$ cat config.mk
export PLATFORM = sky130hd
export DESIGN_NAME = pcl_unit
export DESIGN_NICKNAME = d
export VERILOG_FILES = /design/src/rtl/pcl_unit.sv
export SDC_FILE = /design/constraint.sdc
export NUM_CORES = 1
export LEC_CHECK = 0
export ABC_CLOCK_PERIOD_IN_PS = 2370
export CAP_MARGIN = 10
export CORE_MARGIN = 2
export CORE_UTILIZATION = 44
export CTS_CLUSTER_SIZE = 12
export DETAILED_ROUTE_END_ITERATION = 10
export PLACE_DENSITY_LB_ADDON = 0.2
export SETUP_SLACK_MARGIN = 0.2
export SKIP_CTS_REPAIR_TIMING = 1
export SYNTH_ARGS = -nofsm -noshare
export SYNTH_HDL_FRONTEND = slang
export SYNTH_SLANG_ARGS = --single-unit
$ cat constraint.sdc
create_clock -name fclk -period 2.37 [get_ports fclk]
set_input_delay 0.474 -clock fclk [delete_from_list [all_inputs] [get_ports fclk]]
set_output_delay 0.474 -clock fclk [all_outputs]
set_load 0.005 [all_outputs]
$ cat src/rtl/pcl_unit.sv
// Program-counter low byte for the 65c02 core: increment, loads and the carry/borrow handshake.
// Optional relative-branch adder enabled by defining PCL_BRANCH_REL_EN.
module pcl_unit #(
  parameter logic [7:0] RESET_PCL = 8'h00,
  parameter logic [7:0] VEC_BASE  = 8'hFA
) (
  input  logic       fclk,
  input  logic       reset_n,
  input  logic       pcl_load,
  input  logic       vector_load,
  input  logic [1:0] vector_sel,
  input  logic       pc_inc,
  input  logic [7:0] db_in,
  output logic [7:0] db_out,
  output logic [7:0] address_low_out,
  output logic       carry_to_pch,
  input  logic       carry_done,
`ifdef PCL_BRANCH_REL_EN
  input  logic       branch_take,
  input  logic [7:0] branch_offset,
  output logic       borrow_to_pch,
`endif
  output logic       pcl_busy
);

`ifdef PCL_BRANCH_REL_EN
  typedef enum logic [2:0] {
    ST_IDLE  = 3'd0,
    ST_REQ   = 3'd1,
    ST_ACK   = 3'd2,
    ST_REQ_B = 3'd3,
    ST_ACK_B = 3'd4
  } state_e;
`else
  typedef enum logic [1:0] {
    ST_IDLE = 2'd0,
    ST_REQ  = 2'd1,
    ST_ACK  = 2'd2
  } state_e;
`endif

  state_e     state_q, state_d;
  logic [7:0] pcl_q, pcl_d;
  logic       carry_q, busy_q;
  logic       start_carry_s;
`ifdef PCL_BRANCH_REL_EN
  logic       borrow_q;
  logic       start_borrow_s;
  logic [8:0] sum_s;
`endif

  // Reserved encoding 11 aliases the IRQ/BRK vector.
  function automatic logic [7:0] vec_lo(input logic [1:0] sel);
    logic [7:0] v;
    case (sel)
      2'b00:   v = VEC_BASE;
      2'b01:   v = VEC_BASE + 8'h02;
      default: v = VEC_BASE + 8'h04;
    endcase
    return v;
  endfunction

  // PCL update with load > vector > branch > increment priority.
  always_comb begin
    pcl_d         = pcl_q;
    start_carry_s = 1'b0;
`ifdef PCL_BRANCH_REL_EN
    start_borrow_s = 1'b0;
    sum_s          = 9'h000;
`endif
    if (pcl_load) begin
      pcl_d = db_in;
    end else if (vector_load) begin
      pcl_d = vec_lo(vector_sel);
`ifdef PCL_BRANCH_REL_EN
    end else if (branch_take && !busy_q) begin
      // Negative offsets borrow exactly when the unsigned add produces no carry.
      sum_s = {1'b0, pcl_q} + {1'b0, branch_offset};
      pcl_d = sum_s[7:0];
      if (branch_offset[7]) begin
        start_borrow_s = ~sum_s[8];
      end else begin
        start_carry_s = sum_s[8];
      end
`endif
    end else if (pc_inc && !busy_q) begin
      pcl_d         = pcl_q + 8'h01;
      start_carry_s = (pcl_q == 8'hFF);
    end else begin
      pcl_d = pcl_q;
    end
  end

  // Four-phase handshake sequencing; loads never disturb it.
  always_comb begin
    state_d = state_q;
    case (state_q)
      ST_IDLE: begin
        if (start_carry_s) begin
          state_d = ST_REQ;
`ifdef PCL_BRANCH_REL_EN
        end else if (start_borrow_s) begin
          state_d = ST_REQ_B;
`endif
        end else begin
          state_d = ST_IDLE;
        end
      end
      ST_REQ: begin
        if (carry_done) begin
          state_d = ST_ACK;
        end else begin
          state_d = ST_REQ;
        end
      end
      ST_ACK: begin
        if (!carry_done) begin
          state_d = ST_IDLE;
        end else begin
          state_d = ST_ACK;
        end
      end
`ifdef PCL_BRANCH_REL_EN
      ST_REQ_B: begin
        if (carry_done) begin
          state_d = ST_ACK_B;
        end else begin
          state_d = ST_REQ_B;
        end
      end
      ST_ACK_B: begin
        if (!carry_done) begin
          state_d = ST_IDLE;
        end else begin
          state_d = ST_ACK_B;
        end
      end
`endif
      default: state_d = ST_IDLE;
    endcase
  end

  // State, PCL and registered handshake outputs.
  always_ff @(posedge fclk or negedge reset_n) begin
    if (!reset_n) begin
      pcl_q    <= RESET_PCL;
      state_q  <= ST_IDLE;
      carry_q  <= 1'b0;
      busy_q   <= 1'b0;
`ifdef PCL_BRANCH_REL_EN
      borrow_q <= 1'b0;
`endif
    end else begin
      pcl_q    <= pcl_d;
      state_q  <= state_d;
      carry_q  <= (state_d == ST_REQ);
      busy_q   <= (state_d != ST_IDLE);
`ifdef PCL_BRANCH_REL_EN
      borrow_q <= (state_d == ST_REQ_B);
`endif
    end
  end

  assign db_out          = pcl_q;
  assign address_low_out = pcl_q;
  assign carry_to_pch    = carry_q;
  assign pcl_busy        = busy_q;
`ifdef PCL_BRANCH_REL_EN
  assign borrow_to_pch   = borrow_q;
`endif

endmodule

### Word level (Yosys, flattened, before mapping)

Cells that the tools add are included.

| word-level totals | value |
|---|---|
| register bits | 12 |
| output and inout bits | 18 |
| word-level logic and storage cells | 27 |

| operators by class | value |
|---|---|
| add/sub/neg operators | 1 |
| equal/unequal tests | 5 |
| mux-type cells | 11 |
| reductions and logical operators | 6 |

Operator list:

| operator | number |
|---|---|
| two-way mux 8 bit | 3 |
| adder 8 x 1 -> 8 bit, second input constant | 1 |
| equality test 8 bit, second input constant | 1 |
| equality test 2 x 1 -> 1 bit, second input constant | 3 |
| one-hot mux 2 bit (3 select lines) | 1 |
| one-hot mux 3 bit (2 select lines) | 1 |
| logical NOT 2 bit | 2 |
| two-way mux 1 bit | 4 |
| two-way mux 2 bit | 2 |
| nonzero test 3 bit | 1 |
| equality test 2 bit, second input constant | 1 |
| nonzero test 2 bit | 1 |
| logical AND 1 bit | 1 |
| logical NOT 1 bit | 1 |

### Logic depth before layout (Yosys ltp)

Gate-level depths: netlist of the first run.

| depth | value |
|---|---|
| word-level depth | 8 |
| mapped depth | 4 |
| mapped depth without buffers | 4 |

### Worst setup path after synthesis of the first run

OpenSTA, ideal clock, no wires.

| timing | value |
|---|---|
| path type | input-to-reg |
| start point | input port pcl_load |
| end point | register pcl_q[7], in the netlist address_low_out[7] |
| library setup time | 134 ps |
| data arrival time | 1297 ps |
| data required time | 2236 ps |
| slack | 939 ps |
| stages on the path | 4 |
| buffers on the path | 1 |
| cell sequence | clkbuf_1 mux2_2 a31oi_1 o211ai_1 |

| between the ends | value |
|---|---|
| cells in the longest elaborated chain, start to end | 1 |

Ends and longest elaborated chain:

| what | line | source |
|---|---|---|
| start, declared | 9 | `input logic pcl_load,` |
| nonzero test 3 bit (no line) / two-way mux 8 bit (equally long branches) | -- |  |
| end signal, assigned | 154 | `pcl_q <= pcl_d;` |
| end, declared | 43 | `logic [7:0] pcl_q, pcl_d;` |

Several ways; a longest one is shown, not always the timed one.
A chain may end at the register's enable or synchronous reset.

### Worst setup path after layout of the first run

| timing | value |
|---|---|
| start point | register pcl_q[3], in the netlist address_low_out[3] |
| end point | output port db_out[3] |

RTL lines:

| what | line | source |
|---|---|---|
| end, declared | 14 | `output logic [7:0] db_out,` |

No word-level cell between the ends.

==> out/qor.yml, run 1 <==
grt.busiest_layer: "met2"
gp_congestion: 0.783
p_clk_share_pct: 30.0
wl_per_cell_um: 14.2
cp_slowest_cell: "clkdlybuf4s50_1"
overflow: 0
yosysWarnings: 0
min_path_type: "reg2reg"
viasPerCell: 5.76
path_clk_slew_ns: 0.08
numCtsBuffers: 3
place_area_mm2: 0.00106
drive_above_1_share_pct: 9.17
clk_path_buf_depth: 2
min_to: "state_q[0]"
critPathMaxFanout: 8
antenna_found_initial: 0
ir_worst_vdd_v: 0.000332
first_pass_iters: 4
dp_hpwl_um: 1380
yosys-top-cells-count: "12 x dfrtp_1, 8 x buf_4, 4 x inv_1, 4 x nand2b_1, 4 x o21ai_0"
rsz0062_at_grt: "false"
cts_tree: "done"
placedCellCount: 122
drv_cap: 0
synth_ff_type: "dfrtp_1"
n_antenna_cell: 0
slowest_delay_ns: 0.55
combPwrFrac_pct: 26.2
die_w_um: 46.0
core_mm2: 0.00169
ant_nets: 0
port_buffers: 33
p_seq_share_pct: 43.8
required_ns: 1.90
wl_um: 1790
start_util_pct: 46.0
fin_tns_setup_ns: 0
gr-usage-met1_pct: 26.5
power_mw: 0.546
synth_enable_flop_cells: 0
post-route-min-period_ns: 1.76
p_int_mw: 0.402
leakage_nw: 0.453
synth_top_area_share_pct: 38.6
grt_max_degree: 13
initialDrtViolationCount: 25
use_met3_pct: 3.57
yosysMostFrequentCell: "dfrtp_1"
status: "finished clean"
synth_area_per_cell_um2: 9.59
yosysUniqueCellTypes: 38
critical_path_buf_inv_count: 1
syn-cell-area_um2: 777
crit_arrival_ns: 1.29
clock_sinks: 12
skew_ns: 0.00175
hold_depth: 1
crit_chain: "clkdlybuf4s50_1"
track_usage_pct: 18.5
worst_pin_slew_ns: 0.558
num_vias: 726
start_kind: "flop"
syn2layout_area_growth_pct: 41.2
grt_pass1_wl_um: 2810
setup-violations-final: 0
period_share_pct: 74.5
fp.dieH_um: 46.0
r2r-end: "address_low_out[5]"
nets: 127
synth_top_cell_by_area: "dfrtp_1"
rows: 15
insertion_delay_ns: 0.27
die_area_mm2: 0.00212
cp_top_family: "buffers and inverters"
fmax_mhz: 567
grt_pass1_vias: 619
swShare_pct: 26.4
hold_violations: 0
ys_seq_elements: 12
post-route-drc-count: 0
met2_usage_pct: 27.2
yosysSeqAreaShare_pct: 38.6
p_sw_mw: 0.144
final-instance-count-excl-fill: 126
syn_inst: 81
fin_area_mm2: 0.00110
crit_type: "reg2out"
r2r_cells: 3
cp.depth: 1
r2r_slack_ns: 0.87
worstSetupEndpointType: "output pin"
ios: 34
min_from: "state_q[1]"
pwr_density_cell_mw_per_mm2: 498
r2r_start: "pcl_busy"
synth_area_leaders: "dfrtp_1 39%, buf_4 7.7%, nand2b_1 3.2%"
cts_htree_levels: 1
relSlewSlack_pct: 62.7
synthesis.nets: 98
synthArstFlopShare_pct: 100
finalMaxSlewViolations: 0
root_buffer: "clkbuf_4"
==> layer usage <==
layer	up-vias	wire [µm]
met3	2	107
li1	352	-
met2	26	868
met5	-	0
met1	346	799
met4	0	13
==> cell usage in the layout, fill, tap and decap left out, drive strengths merged, types with 2 or more instances in the layout <==
| cell | Yosys | final |
|---|---|---|
| a21oi | 3 | 3 |
| a22oi | 2 | 2 |
| a32oi | 2 | 2 |
| clkbuf | 1 | 4 |
| clkdlybuf4s50 | 0 | 33 |
| dfrtp | 12 | 12 |
| inv | 4 | 4 |
| nand2 | 3 | 3 |
| nand2b | 4 | 4 |
| nand3 | 2 | 2 |
| nand3b | 2 | 2 |
| nand4 | 3 | 3 |
| nor2 | 3 | 3 |
| o211ai | 2 | 2 |
| o21ai | 4 | 4 |
| o31ai | 2 | 2 |
| or4 | 2 | 2 |
| xor2 | 2 | 2 |
==> registers in the layout, summed over array words and instances, names as in the netlist <==
name / cells
state_q: 2
pcl_busy: 1
address_low_out: 8
carry_to_pch: 1
==> cell type report <==
class / instances / area (µm²)
fillers: 137 / 592
multi-input cells: 55 / 387
repair buffers: 34 / 338
flip-flops and latches: 12 / 300
clock buffers: 4 / 36.3
well taps: 17 / 21.3
inverters: 4 / 15.0
==> worst register-to-register path, stage by stage, from the launching register on <==
cell,delay (ns)
dfrtp_1,0.43
nand2b_1,0.28
or4_1,0.52
a32oi_1,0.19
==> logic make-up after synthesis <==
family | Yosys count | share of synthesized area, %
AOI/OAI and AO/OA | 21 | 19.0
xor gates and xnor gates | 3 | 3.38
adders and majority gates | 1 | 1.61
buffers and inverters | 14 | 11.6
DFF | 12 | 38.6
muxes | 1 | 1.45
and+or+nand+nor | 29 | 24.3
==> power groups by stage <==
stage	registers [mW]	clock network (mW)	logic, mW
2_1_floorplan	0.240	0	0.0704
3_3_place_gp	0.242	0	0.142
3_5_place_dp	0.243	0	0.143
4_1_cts	0.239	0.168	0.144
5_1_grt	0.242	0.181	0.157
6_report	0.239	0.164	0.143
==> worst max path at each step <==
stage / start / slack, ns / to
after global routing: address_low_out[3] / 0.52 / db_out[3]
final: address_low_out[3] / 0.61 / db_out[3]
after CTS: address_low_out[3] / 0.59 / db_out[3]
after global placement: pc_inc / 0.40 / address_low_out[5]
after floorplan: pcl_load / 0.94 / address_low_out[7]
after detailed placement: pc_inc / 0.34 / address_low_out[5]
==> stage by stage <==
step                setup WS [ns]  util [%]  hold slack [ns]
finish                      0.605      65.0            0.526
global route                0.523      65.0            0.544
CTS                         0.589      65.0            0.524
detailed placement          0.338      62.8            0.512
global placement            0.403      62.8            0.508
floorplan                   0.939         -            0.178
(Power assumes the default switching activity.)
==> run 2: changes to the inputs <==
--- a/config.mk
+++ b/config.mk
@@ -5,10 +5,10 @@
 export SDC_FILE = /design/constraint.sdc
 export NUM_CORES = 1
 export LEC_CHECK = 0
-export ABC_CLOCK_PERIOD_IN_PS = 2370
+export ABC_CLOCK_PERIOD_IN_PS = 1500
 export CAP_MARGIN = 10
 export CORE_MARGIN = 2
-export CORE_UTILIZATION = 44
+export CORE_UTILIZATION = 37
 export CTS_CLUSTER_SIZE = 12
 export DETAILED_ROUTE_END_ITERATION = 10
 export PLACE_DENSITY_LB_ADDON = 0.2
==> constraint.sdc (replaced) <==
create_clock -name fclk -period 1.5 [get_ports fclk]
set_input_delay 0.3 -clock fclk [delete_from_list [all_inputs] [get_ports fclk]]
set_output_delay 0.3 -clock fclk [all_outputs]
set_load 0.005 [all_outputs]
==> run 2 against run 1 <==
  * Flip-flop and latch count unchanged
  * Critical path type is now reg2reg
  * Largest power group unchanged
  * Sequential share of layout area down 5.7 points
  * Cell area rose by 30%
  * Combinational power is 130% higher
  * Worst setup slack lost 0.54 ns
  * Via count up 14%
  * Utilization rose by 7.5 points
  * Highest routed layer unchanged
==> out/qor.yml, run 2 (same netlist as run 1, synthesis figures left out) <==
mostFrequentLayoutCells: "20 x dlymetal6s2s_1, 12 x buf_4, 11 x clkdlybuf4s50_1, 11 x buf_6"
num_vias: 828  # +14%
clk_path_buf_depth: 2  # unchanged
leakage_nw: 0.724  # +60%
cts_tree: "done"
swShare_pct: 28.5  # +2.0 points
hold_violations: 0  # unchanged
first_pass_iters: 4  # unchanged
fill_cells: 147  # +7.3%
placedCellCount: 141  # +16%
insertion_delay_ns: 0.28  # about the same
largest_reg_flops: 8  # unchanged
clock_sinks: 12  # unchanged
path_clk_slew_ns: 0.08  # about the same
p_int_mw: 0.693  # +73%
numCtsBuffers: 3  # unchanged
skew_ns: 0.00636  # +0.00461 ns
port_buffers: 33  # unchanged
ir_worst_vdd_v: 0.000502  # +51%
worstSetupEndpointType: "flop"
critPathMaxFanout: 4  # -4
required_ns: 1.70  # -0.20 ns
period_share_pct: 95.4
p_clk_share_pct: 27.6  # -2.4 points
crit_arrival_ns: 1.63  # +0.34 ns
ant_nets: 0  # unchanged
place_area_mm2: 0.00115  # +8.3%
core_mm2: 0.00196  # +16%
p_seq_share_pct: 38.5  # -5.3 points
status: "finished clean"
final_common_cell: "dlymetal6s2s_1"
grt_pass1_wl_um: 3350  # +19%
rows: 16  # +1
fin_area_mm2: 0.00142  # +30%
cts_htree_levels: 1  # unchanged
initialDrtViolationCount: 26  # +4.0%
post-route-min-period_ns: 1.43
utilization_pct: 72.4  # +7.5 points
p_sw_mw: 0.276  # +91%
start_util_pct: 39.6  # -6.4 points
gp_congestion: 0.750  # -4.2%
post-route-drc-count: 0  # unchanged
fp.dieH_um: 49.8  # +8.3%
wl_per_cell_um: 15.2  # +6.8%
rsz0062_at_grt: "true"
viasPerCell: 5.27  # -8.5%
setup-violations-final: 0  # unchanged
syn2layout_area_growth_pct: 82.9
wl_um: 2380  # +33%
ios: 34  # unchanged
crit_type: "reg2reg"
relSlewSlack_pct: 83.1  # +20 points
n_antenna_cell: 0  # unchanged
whs_ns: 0.316  # -0.210 ns
worst_pin_slew_ns: 0.254  # -0.304 ns
fmax_mhz: 699
overflow: 0  # unchanged
antenna_found_initial: 0  # unchanged
die_area_mm2: 0.00248  # +17%
grt_pass1_vias: 709  # +15%
final-instance-count-excl-fill: 157  # +25%
pwr_density_cell_mw_per_mm2: 682  # +37%
root_buffer: "clkbuf_4"
start_kind: "flop"
combPwrFrac_pct: 33.8  # +7.6 points
die_w_um: 49.8  # +8.3%
grt_max_degree: 13  # unchanged
drv_cap: 0  # unchanged
dp_hpwl_um: 1530  # +11%
drive_above_1_share_pct: 35.4  # +26 points
min_path_type: "in2async"
nets: 148  # +17%
track_usage_pct: 17.9  # -0.54 points
finalMaxSlewViolations: 0  # unchanged
## run 2: cell types whose count changed in the layout (fill, tap and decap cells not counted), sizes merged
cell	previous run	this run
dlymetal6s2s	0	20
buf	1	23
clkbuf	4	5
clkdlybuf4s50	33	11
## run 2: area by class of cell
type | count | area [µm²] | area share, %
clock buffers | 4 | 36.3 | 2.55
inverters | 4 | 15.0 | 1.06
multi-input cells | 55 | 449 | 31.6
flip-flops and latches | 12 | 308 | 21.7
well taps | 27 | 33.8 | 2.38
repair buffers | 55 | 579 | 40.8
## run 2: path summary, 6_finish.rpt
check                                         from            endpoint  slack, ns  cells past startpoint
worst min-delay path                       reset_n  address_low_out[3]       0.32                      2
worst max-delay path            address_low_out[5]  address_low_out[7]       0.07                      4
worst max register to register  address_low_out[5]  address_low_out[7]       0.07                      4
max in group asynchronous                  reset_n  address_low_out[1]       1.00                      2
worst min register to register          state_q[1]        carry_to_pch       0.51                      1
min in group fclk                         pcl_load  address_low_out[5]       0.41                      3
## run 2: stage by stage
| step | power, mW | TNS [ns] | setup slack [ns] |
|---|---|---|---|
| after global routing | 1.02 | -0.00439 | -0.00439 |
| after detailed placement | 0.637 | -1.36 | -0.217 |
| after global placement | 0.632 | -1.35 | -0.204 |
| final | 0.969 | 0 | 0.0695 |
| after floorplan | 0.492 | 0 | 0.122 |
| after CTS | 0.907 | -1.21 | -0.119 |
## run 2: per-layer routing
metal  up-vias  global-route usage, %  part of all wire, %
met1       396                   22.4                   41
met2        37                   28.4                   51
met4         0                   8.33                 0.92
li1        391                      -                    -
met5         -                      0                    0
met3         4                   5.15                  7.2
## run 2: power by group through the flow
stage / clock network [mW] / logic [mW] / registers [mW]
after CTS: 0.275 / 0.256 / 0.376
after floorplan: 0 / 0.113 / 0.379
after detailed placement: 0 / 0.254 / 0.383
after global routing: 0.294 / 0.353 / 0.377
final: 0.268 / 0.328 / 0.373
after global placement: 0 / 0.251 / 0.381
## run 2: worst max-delay path: stages (launching register included)
cell      delay, ns
dfrtp_2        0.40
buf_4          0.12
nand4_1        0.12
or4_1          0.52
o211ai_1       0.19
